<file path="config.mk">
export PLATFORM = sky130hd
export DESIGN_NAME = clock_counter_ctrl
export DESIGN_NICKNAME = d
export VERILOG_FILES = /design/src/rtl/clock_counter_pkg.sv /design/src/rtl/btn_debounce.sv /design/src/rtl/clock_counter_ctrl.sv
export SDC_FILE = /design/constraint.sdc
export NUM_CORES = 1
export LEC_CHECK = 0
export ABC_AREA = 1
export ABC_CLOCK_PERIOD_IN_PS = 7500
export CELL_PAD_IN_SITES_DETAIL_PLACEMENT = 0
export CELL_PAD_IN_SITES_GLOBAL_PLACEMENT = 1
export CORE_ASPECT_RATIO = 0.7
export CORE_MARGIN = 5
export CORE_UTILIZATION = 43
export CTS_CLUSTER_DIAMETER = 120
export DETAILED_ROUTE_END_ITERATION = 8
export GPL_TIMING_DRIVEN = 0
export HOLD_SLACK_MARGIN = 0.12
export PLACE_DENSITY_LB_ADDON = 0.1
export SLEW_MARGIN = 20
export SYNTH_ARGS = -nofsm -noshare
export SYNTH_HDL_FRONTEND = slang
export SYNTH_HIERARCHICAL = 1
export SYNTH_SLANG_ARGS = --single-unit
</file>
<file path="constraint.sdc">
create_clock -name clk -period 7.5 [get_ports clk]
set_input_delay 1.5 -clock clk [delete_from_list [all_inputs] [get_ports clk]]
set_output_delay 1.5 -clock clk [all_outputs]
set_load 0.05 [all_outputs]
</file>
<file path="src/rtl/clock_counter_pkg.sv">
// Shared constants for the clock counter: FSM encoding, rate codes, command bits.
package clock_counter_pkg;

  localparam int unsigned ST_W = 2;
  localparam logic [ST_W-1:0] ST_IDLE  = 2'd0;
  localparam logic [ST_W-1:0] ST_RUN   = 2'd1;
  localparam logic [ST_W-1:0] ST_PAUSE = 2'd2;

  localparam int unsigned RATE_W = 2;
  localparam logic [RATE_W-1:0] RATE_1HZ = 2'b00;
  localparam logic [RATE_W-1:0] RATE_2HZ = 2'b01;
  localparam logic [RATE_W-1:0] RATE_4HZ = 2'b10;
  localparam logic [RATE_W-1:0] RATE_8HZ = 2'b11;

  localparam int unsigned CMD_W     = 4;
  localparam int unsigned CMD_START = 0;
  localparam int unsigned CMD_STOP  = 1;
  localparam int unsigned CMD_STEP  = 2;
  localparam int unsigned CMD_CLEAR = 3;

  // Period in clock cycles for a rate code; rates are 1/2/4/8 Hz so it is a shift.
  function automatic int unsigned rate_period(input int unsigned clk_hz,
                                              input logic [RATE_W-1:0] rate);
    return clk_hz >> rate;
  endfunction

endpackage

</file>
<file path="src/rtl/btn_debounce.sv">
// Raw active-low button -> 2-flop sync -> debounced level -> one-cycle press pulse.
// After reset the debouncer stays "released" and is only armed once the
// synchronized input has been seen released for DB_CYCLES cycles, so a button
// held through reset never produces a command.
module btn_debounce #(
  parameter int unsigned DB_CYCLES = 120000
) (
  input  logic clk,
  input  logic rst,
  input  logic btn_n,
  output logic press
);

  localparam int unsigned CNT_W = (DB_CYCLES > 1) ? $clog2(DB_CYCLES) : 1;
  localparam logic [CNT_W-1:0] CNT_LAST = CNT_W'(DB_CYCLES - 1);

  logic             sync1_q, sync1_d;
  logic             sync2_q, sync2_d;
  logic             level_q, level_d;   // debounced level, 1 = released
  logic             armed_q, armed_d;
  logic [CNT_W-1:0] cnt_q,   cnt_d;
  logic             press_q, press_d;

  // Next-state: synchronizer shift, stability counting, arming, press edge.
  always_comb begin
    sync1_d = btn_n;
    sync2_d = sync1_q;
    level_d = level_q;
    armed_d = armed_q;
    cnt_d   = '0;
    press_d = 1'b0;
    if (!armed_q) begin
      if (sync2_q) begin
        if (cnt_q == CNT_LAST) armed_d = 1'b1;
        else                   cnt_d   = cnt_q + CNT_W'(1);
      end
    end else if (sync2_q != level_q) begin
      if (cnt_q == CNT_LAST) level_d = sync2_q;
      else                   cnt_d   = cnt_q + CNT_W'(1);
    end
    press_d = level_q & ~level_d;
  end

  // State registers, reset to the released/idle condition.
  always_ff @(posedge clk) begin
    if (rst) begin
      sync1_q <= 1'b1;
      sync2_q <= 1'b1;
      level_q <= 1'b1;
      armed_q <= 1'b0;
      cnt_q   <= '0;
      press_q <= 1'b0;
    end else begin
      sync1_q <= sync1_d;
      sync2_q <= sync2_d;
      level_q <= level_d;
      armed_q <= armed_d;
      cnt_q   <= cnt_d;
      press_q <= press_d;
    end
  end

  assign press = press_q;

endmodule

</file>
<file path="src/rtl/clock_counter_ctrl.sv">
// 4-bit LED counter with START/STOP/STEP/CLEAR buttons and selectable 1-8 Hz rate.
module clock_counter_ctrl #(
  parameter int unsigned CLK_HZ    = 12000000,
  parameter int unsigned DB_CYCLES = 120000
) (
  input  logic       clk,
  input  logic       rst,
  input  logic       pmod_0,
  input  logic       pmod_1,
  input  logic       pmod_2,
  input  logic       pmod_3,
  input  logic [1:0] rate_sel,
  output logic [3:0] led,
  output logic       running,
  output logic       tick,
  output logic       wrap
);

  import clock_counter_pkg::*;

  localparam int unsigned DIV_W = $clog2(CLK_HZ);
  localparam int unsigned LED_W = 4;

  logic [CMD_W-1:0]  cmd;
  logic [ST_W-1:0]   state_q,   state_d;
  logic [LED_W-1:0]  led_q,     led_d;
  logic [DIV_W-1:0]  div_q,     div_d;
  logic [RATE_W-1:0] rate_q,    rate_d;
  logic              running_q, running_d;
  logic              tick_q,    tick_d;
  logic              wrap_q,    wrap_d;
  logic [RATE_W-1:0] eff_rate;
  logic [DIV_W-1:0]  div_last;

  btn_debounce #(.DB_CYCLES(DB_CYCLES)) u_btn_start (
    .clk(clk), .rst(rst), .btn_n(pmod_0), .press(cmd[CMD_START]));
  btn_debounce #(.DB_CYCLES(DB_CYCLES)) u_btn_stop (
    .clk(clk), .rst(rst), .btn_n(pmod_1), .press(cmd[CMD_STOP]));
  btn_debounce #(.DB_CYCLES(DB_CYCLES)) u_btn_step (
    .clk(clk), .rst(rst), .btn_n(pmod_2), .press(cmd[CMD_STEP]));
  btn_debounce #(.DB_CYCLES(DB_CYCLES)) u_btn_clear (
    .clk(clk), .rst(rst), .btn_n(pmod_3), .press(cmd[CMD_CLEAR]));

  // Command decode (CLEAR > STOP > START > STEP), divider and LED update.
  always_comb begin
    state_d   = state_q;
    led_d     = led_q;
    div_d     = div_q;
    rate_d    = rate_q;
    tick_d    = 1'b0;
    wrap_d    = 1'b0;
    running_d = 1'b0;
    // rate_sel only matters at the start of a period
    eff_rate  = (div_q == '0) ? rate_sel : rate_q;
    div_last  = DIV_W'(rate_period(CLK_HZ, eff_rate) - 1);

    if (cmd[CMD_CLEAR]) begin
      state_d = ST_IDLE;
      led_d   = '0;
      div_d   = '0;
    end else if (cmd[CMD_STOP]) begin
      if (state_q == ST_RUN) state_d = ST_PAUSE;
    end else if (cmd[CMD_START]) begin
      if (state_q != ST_RUN) state_d = ST_RUN;
    end else if (cmd[CMD_STEP]) begin
      if (state_q == ST_IDLE) begin
        led_d   = LED_W'(1);
        state_d = ST_PAUSE;
      end else if (state_q == ST_PAUSE) begin
        led_d  = led_q + LED_W'(1);
        wrap_d = (led_q == '1);
      end
    end

    // The edge that enters RUN is itself a counting edge, so a resume from a
    // held divider continues exactly where it stopped.
    if (state_d == ST_RUN) begin
      if (div_q == '0) rate_d = rate_sel;
      if (div_q == div_last) begin
        div_d  = '0;
        led_d  = led_q + LED_W'(1);
        tick_d = 1'b1;
        wrap_d = (led_q == '1);
      end else begin
        div_d = div_q + DIV_W'(1);
      end
    end

    running_d = (state_d == ST_RUN);
  end

  // State and output registers.
  always_ff @(posedge clk) begin
    if (rst) begin
      state_q   <= ST_IDLE;
      led_q     <= '0;
      div_q     <= '0;
      rate_q    <= RATE_1HZ;
      running_q <= 1'b0;
      tick_q    <= 1'b0;
      wrap_q    <= 1'b0;
    end else begin
      state_q   <= state_d;
      led_q     <= led_d;
      div_q     <= div_d;
      rate_q    <= rate_d;
      running_q <= running_d;
      tick_q    <= tick_d;
      wrap_q    <= wrap_d;
    end
  end

  assign led     = led_q;
  assign running = running_q;
  assign tick    = tick_q;
  assign wrap    = wrap_q;

endmodule

</file>
==> metrics.yaml, run 1 <==
coreArea_um2: 16200
syn_area_um2: 7010
skew_ns: 0.00716
critPathLaunchType: "input pin"
grt_pass1_vias: 5442
tightest_slew_ns: 0.783
firstDrtPassIters: 5
grt_antenna_before_repair: 0
cts_max_level: 4
cts_tree: "built"
ff2ff_setup_slack_ns: 4.19
final-setup-viol-count: 0
final_nets: 1079
cts_hold_repair.buffers: 0
yosysWarningCount: 6
synthSimpleGateAreaFrac_pct: 42.6
grt_max_degree: 22
tns_ns: 0
yosys.area.top_type: "dfxtp_1"
clock_latency_ns: 0.41
p_leak_nw: 3.19
dieArea_um2: 19000
cts_buffers: 17
seq_area_frac_synth_pct: 35.1
hp-class: "reg2reg"
hold_end: "u_btn_stop/sync2_q"
rsz0062_at_grt: "no"
drtIter0Drc: 446
r2r_start: "div_q[0]"
cts_setup_buffers: 0
cap_violations: 0
grt_pass1_wl_um: 27900
avgSynthCellArea_um2: 6.84
final_max_slew_viol_count: 0
reg2reg_depth: 18
fp.dieW_um: 163
boundaryPins: 15
num-fill-cells: 1669
slew-limit-headroom_pct: 47.6
synth_cells: 1024
hp-start: "u_btn_stop/sync1_q"
place_congestion: 0.866
place_inst: 1263
seqPwrFrac_pct: 44.7
place.port_buffers: 14
fin_crit_sh_pct: 52.5
internal_power_mw: 1.17
dp_hpwl_um: 12800
path_max_fanout: 9
synth_xor_xnor_area_share_pct: 5.12
netSwitchingPower_mw: 0.329
cp.required_ns: 7.77
status: "completed"
synth.distinct_cells: 39
synth_top_family_by_area: "simple AND/OR/NAND/NOR gates"
drt.antenna.violating_nets: 0
sw_frac_of_total_pct: 22.0
final_cells: 1294
power_frac_clock_pct: 51.7
ctsRootBufferMaster: "clkbuf_16"
final_layout_size_suffix_gt1_share_pct: 14.5
hold_path_depth: 1
synth_compound_area_share_pct: 5.52
peakVddDrop_mv: 0.149
ctsLongestPathBuffers: 2
rows: 39
cts_resized: 0
viasPerCell: 4.73
cellPowerDensity_nw_per_um2: 187
start_util_pct: 43.4
synthAdderAreaFrac_pct: 2.50
clkTransAtPathRegs_ns: 0.05
clock_sinks: 123
synth_mux_area_share_pct: 0
dieHeight_um: 117
drc: 0
grtUsageTotal_pct: 18.6
layout_min_cycle_time_ns: 3.93
avgRoutedWirePerCell_um: 13.1
diodes: 0
vias: 6119
synth_nets: 1046
cp-end-kind: "flop"
finalHoldViolations: 0
final_cell_mix: "227 x nand2_1, 167 x nor2_1, 123 x dfxtp_1, 119 x inv_1, 71 x nand3_1"
synth_top_area_share_pct: 35.1
fmax_ghz: 0.254
wirelength_um: 16900
globalRoute.totalOverflow: 0
synth_seq_cells: 123
area_growth_syn_to_layout_pct: 14.0
p_comb_share_pct: 3.6
r2r-end: "div_q[5]"
layout_commonest_cell: "nand2_1"
path_class: "in2reg"
synth.area.top_cells: "dfxtp_1 35%, nand2_1 12%, nor2_1 8.9%"
worstPathArrival_ns: 4.21
==> cell families after synthesis <==
kind of cell    after synthesis
simple gates                631
buf+inv                     147
fa+ha+maj                    14
flops                       123
xor+xnor                     41
compound gates               68
==> final cells by class <==
| class | count | area [µm²] | share of cell area [%] |
|---|---|---|---|
| Clock buffer | 24 | 492 | 6.16 |
| Timing Repair Buffer | 14 | 140 | 1.75 |
| Sequential cell | 123 | 2460 | 30.8 |
| Tap cell | 225 | 282 | 3.52 |
| Clock inverter | 7 | 65.1 | 0.815 |
| Multi-Input combinational cell | 754 | 3910 | 48.9 |
| Buffer | 22 | 171 | 2.15 |
| Inverter | 125 | 470 | 5.89 |
==> worst max-delay path, cell delays in order <==
cell and delay (ns):
clkdlybuf4s50_1 0.43, inv_1 0.06, nand4_1 0.16, nand2_2 0.17
inv_1 0.15, ha_1 0.35, xor2_1 0.23, nand3_1 0.12
nor2_1 0.10, nand2_1 0.06, nor2_1 0.13, nand2_1 0.06
nor2_1 0.11, nand3b_2 0.26, nand3_1 0.22, a21oi_1 0.08
==> worst max-delay path by stage <==
stage	startpoint	endpoint	slack [ns]	cells past startpoint
after global placement	rate_sel[0]	div_q[5]	3.14	18
after global routing	rate_sel[0]	div_q[5]	3.33	18
final	rate_sel[0]	div_q[5]	3.57	16
after detailed placement	rate_sel[0]	div_q[5]	3.18	16
after CTS	rate_sel[0]	div_q[5]	3.62	16
after floorplan	rate_sel[0]	led[1]	4.15	16
==> routing by layer <==
metal / GRT usage [%] / vias to the layer above / part of all wire, %
li1: - / 3314 / -
met1: 29.6 / 2689 / 56
met2: 25.2 / 105 / 38
met3: 4.10 / 11 / 5.2
met4: 4.30 / 0 / 0.82
met5: 0 / - / 0
==> Yosys cell counts (all sizes together) <==
master	instances
nand3	82
inv	124
a22oi	1
nand3b	8
o211ai	4
nor3	23
nor4	2
nor2	213
a211oi	1
ha	14
nand2	252
clkinv	1
clkbuf	3
o21ai	18
a31o	1
a21oi	39
or2	12
nor3b	8
xnor2	8
a31oi	4
nand4	31
xor2	33
dfxtp	123
buf	19
==> state kept, by name (all words and copies together), names as in the netlist, 2 cells and up <==
| name | cells |
|---|---|
| u_btn_step/cnt_q | 17 |
| led | 4 |
| u_btn_start/cnt_q | 17 |
| rate_q | 2 |
| u_btn_clear/cnt_q | 17 |
| u_btn_stop/cnt_q | 17 |
| state_q | 2 |
| div_q | 24 |
==> through the flow <==
step | total power [mW] | hold WS (ns) | instance area, µm² | utilization [%] | worst slack [ns]
after global placement | 0.737 | 0.397 | 7430 | 46.0 | 3.14
after CTS | 1.52 | 0.406 | 7990 | 49.5 | 3.62
after floorplan | 0.719 | 0.389 | 7010 | - | 4.15
after detailed placement | 0.737 | 0.393 | 7430 | 46.0 | 3.18
after global routing | 1.56 | 0.420 | 7990 | 49.5 | 3.33
final | 1.50 | 0.405 | 7990 | 49.5 | 3.57
==> power by group through the flow <==
| stage | clock (mW) | combinational, mW | sequential, mW |
|---|---|---|---|
| floorplan | 0 | 0.0383 | 0.681 |
| global placement | 0 | 0.0549 | 0.682 |
| detailed placement | 0 | 0.0547 | 0.682 |
| CTS | 0.794 | 0.0551 | 0.668 |
| global route | 0.828 | 0.0615 | 0.670 |
| finish | 0.774 | 0.0543 | 0.669 |
Power figures use the tool's default switching activity.
==> run 2: changes to the inputs <==
Settings changed: ABC_CLOCK_PERIOD_IN_PS 7500 to 3390, CORE_UTILIZATION 43 to 41.
Clock period 7.5 ns to 3.39 ns, I/O delays scaled along.
==> run 2 against run 1 <==
Utilization down 1.6 points. Non-clock buffer count up 3. Combinational power up 130%. Total power up 130%. Clock skew about the same. Critical path depth up 3. Sequential share of layout area down 0.47 points. Sequential cell count unchanged.
==> metrics.yaml, run 2 (synthesized netlist as in run 1, its figures left out) <==
dieHeight_um: 119  # +2.2%
grt_pass1_vias: 5708  # +4.9%
clock_latency_ns: 0.41  # about the same
layout_min_cycle_time_ns: 3.14
place.port_buffers: 14  # unchanged
slew-limit-headroom_pct: 50.1  # +2.5 points
diodes: 0  # unchanged
boundaryPins: 15  # unchanged
met2_usage_pct: 23.9  # -1.3 points
cp-end-kind: "flop"
reg2reg_depth: 19  # +1
grt_util_met3_pct: 4.55  # +0.45 points
hp-class: "reg2reg"
ff2ff_setup_slack_ns: 0.25  # -3.94 ns
ctsLongestPathBuffers: 2  # unchanged
vias: 6201  # +1.3%
avgRoutedWirePerCell_um: 13.2  # +0.85%
fin_crit_sh_pct: 92.7
final-setup-viol-count: 0  # unchanged
drt.antenna.violating_nets: 0  # unchanged
cts_buffers: 17  # unchanged
wirelength_um: 17200  # +1.6%
drc: 0  # unchanged
dp_hpwl_um: 12900  # +0.76%
place_congestion: 0.900  # +4.0%
fmax_ghz: 0.318
grtUsageTotal_pct: 18.0  # -0.63 points
grt_pass1_wl_um: 29100  # +4.2%
cap_violations: 0  # unchanged
path_max_fanout: 7  # -2
hold_path_depth: 1  # unchanged
cts_tree: "built"
coreArea_um2: 17000  # +5.0%
met1_usage_pct: 28.1  # -1.5 points
cp.required_ns: 3.66  # -4.11 ns
ctsRootBufferMaster: "clkbuf_16"
final_max_slew_viol_count: 0  # unchanged
largest_register_ffs: 24  # unchanged
start_util_pct: 41.3  # -2.1 points
finalHoldViolations: 0  # unchanged
final_nets: 1082  # +0.28%
final_layout_size_suffix_gt1_share_pct: 15.7  # +1.2 points
rows: 40  # +2.6%
clkTransAtPathRegs_ns: 0.05  # about the same
area_growth_syn_to_layout_pct: 15.7
viasPerCell: 4.76  # +0.56%
setup_ws_ns: 0.248  # -3.32 ns
firstDrtPassIters: 5  # unchanged
cellPowerDensity_nw_per_um2: 426  # +130%
tightest_slew_ns: 0.746  # -0.0372 ns
globalRoute.totalOverflow: 0  # unchanged
critPathLaunchType: "flop"
grt_antenna_before_repair: 0  # unchanged
fin_util_pct: 47.8  # -1.6 points
layout_commonest_cell: "nand2_1"
path_class: "reg2reg"
dieArea_um2: 19900  # +4.5%
final_cell_mix: "226 x nand2_1, 164 x nor2_1, 123 x dfxtp_1, 116 x inv_1, 71 x nand3_1"
preCtsSetupSlack_ns: -0.166  # -3.35 ns
peakVddDrop_mv: 0.232  # +56%
busiest_layer: "met1"
skew_ns: 0.00669  # -0.000471 ns
grt_max_degree: 22  # unchanged
cts_max_level: 4  # unchanged
worstPathArrival_ns: 3.41  # -0.80 ns
regMostFlops: "div_q"
drtIter0Drc: 468  # +4.9%
clock_sinks: 123  # unchanged
p_leak_nw: 3.24  # +1.5%
fp.dieW_um: 166  # +2.3%
status: "completed"
[run 2: changes by cell type in the layout (fill, tap and decap cells not counted), sizes merged]
cell	before	now
buf	19	22
bufinv	1	3
clkbuf	27	28
clkinv	5	4
clkinvlp	2	1
[run 2: worst paths after layout]
check | startpoint | endpoint
setup reg to reg | div_q[0] | div_q[1]
setup / recovery | div_q[0] | div_q[1]
hold reg to reg | u_btn_stop/sync1_q | u_btn_stop/sync2_q
hold / removal | u_btn_stop/sync1_q | u_btn_stop/sync2_q
[run 2: power breakdown]
group	switching, mW	total (mW)	internal, mW
combinational	0.0773	0.126	0.0484
clock	0.639	1.85	1.21
sequential	0.0161	1.48	1.46
total	0.732	3.46	2.72
[run 2: layer usage]
layer	vias to the layer above	share of wire (%)
met2	119	37
met1	2730	57
met5	-	0
met3	15	4.5
li1	3337	-
met4	0	1.3
[run 2: layout make-up]
cell class | instances | area (µm²)
repair buffers | 17 | 175
clock buffers | 25 | 485
flip-flops and latches | 123 | 2460
clock inverters | 7 | 113
multi-input cells | 754 | 3950
plain buffers | 22 | 171
fillers | 1736 | 8850
well taps | 231 | 289
inverters | 125 | 470
[run 2: stage by stage]
| step | cell area (µm²) | hold slack (ns) | std cells | power, mW | TNS, ns |
|---|---|---|---|---|---|
| 2_1_floorplan | 7010 | 0.389 | 1024 | 1.59 | 0 |
| 3_3_place_gp | 7440 | 0.392 | 1269 | 1.63 | -2.38 |
| 3_5_place_dp | 7440 | 0.393 | 1269 | 1.63 | -2.07 |
| 4_1_cts | 8040 | 0.406 | 1301 | 3.49 | 0 |
| 5_1_grt | 8110 | 0.423 | 1304 | 3.58 | -0.0582 |
| 6_report | 8110 | 0.405 | 1304 | 3.46 | 0 |
[run 2: timing repair]
item | in CTS | in global routing
hold buffers | 0 | 0
setup buffers | 0 | 3
pin swaps | 0 | 3
gates resized for setup | 1 | 11
endpoints found under the setup margin | 1 | 28
[run 2: critical path, cell delays in order, from the launching register on]
cell     delay, ns
dfxtp_1       0.38
inv_2         0.11
ha_1          0.16
nand2_1       0.10
nor2_2        0.19
nand4_1       0.18
nand2_2       0.17
inv_2         0.09
ha_1          0.38
xor2_2        0.19
nand2_1       0.07
nor2_1        0.10
nand2_1       0.05
nor2_1        0.16
nand2_1       0.12
nor2_4        0.18
a21oi_4       0.12
buf_12        0.15
nand2_1       0.05
a21oi_1       0.05
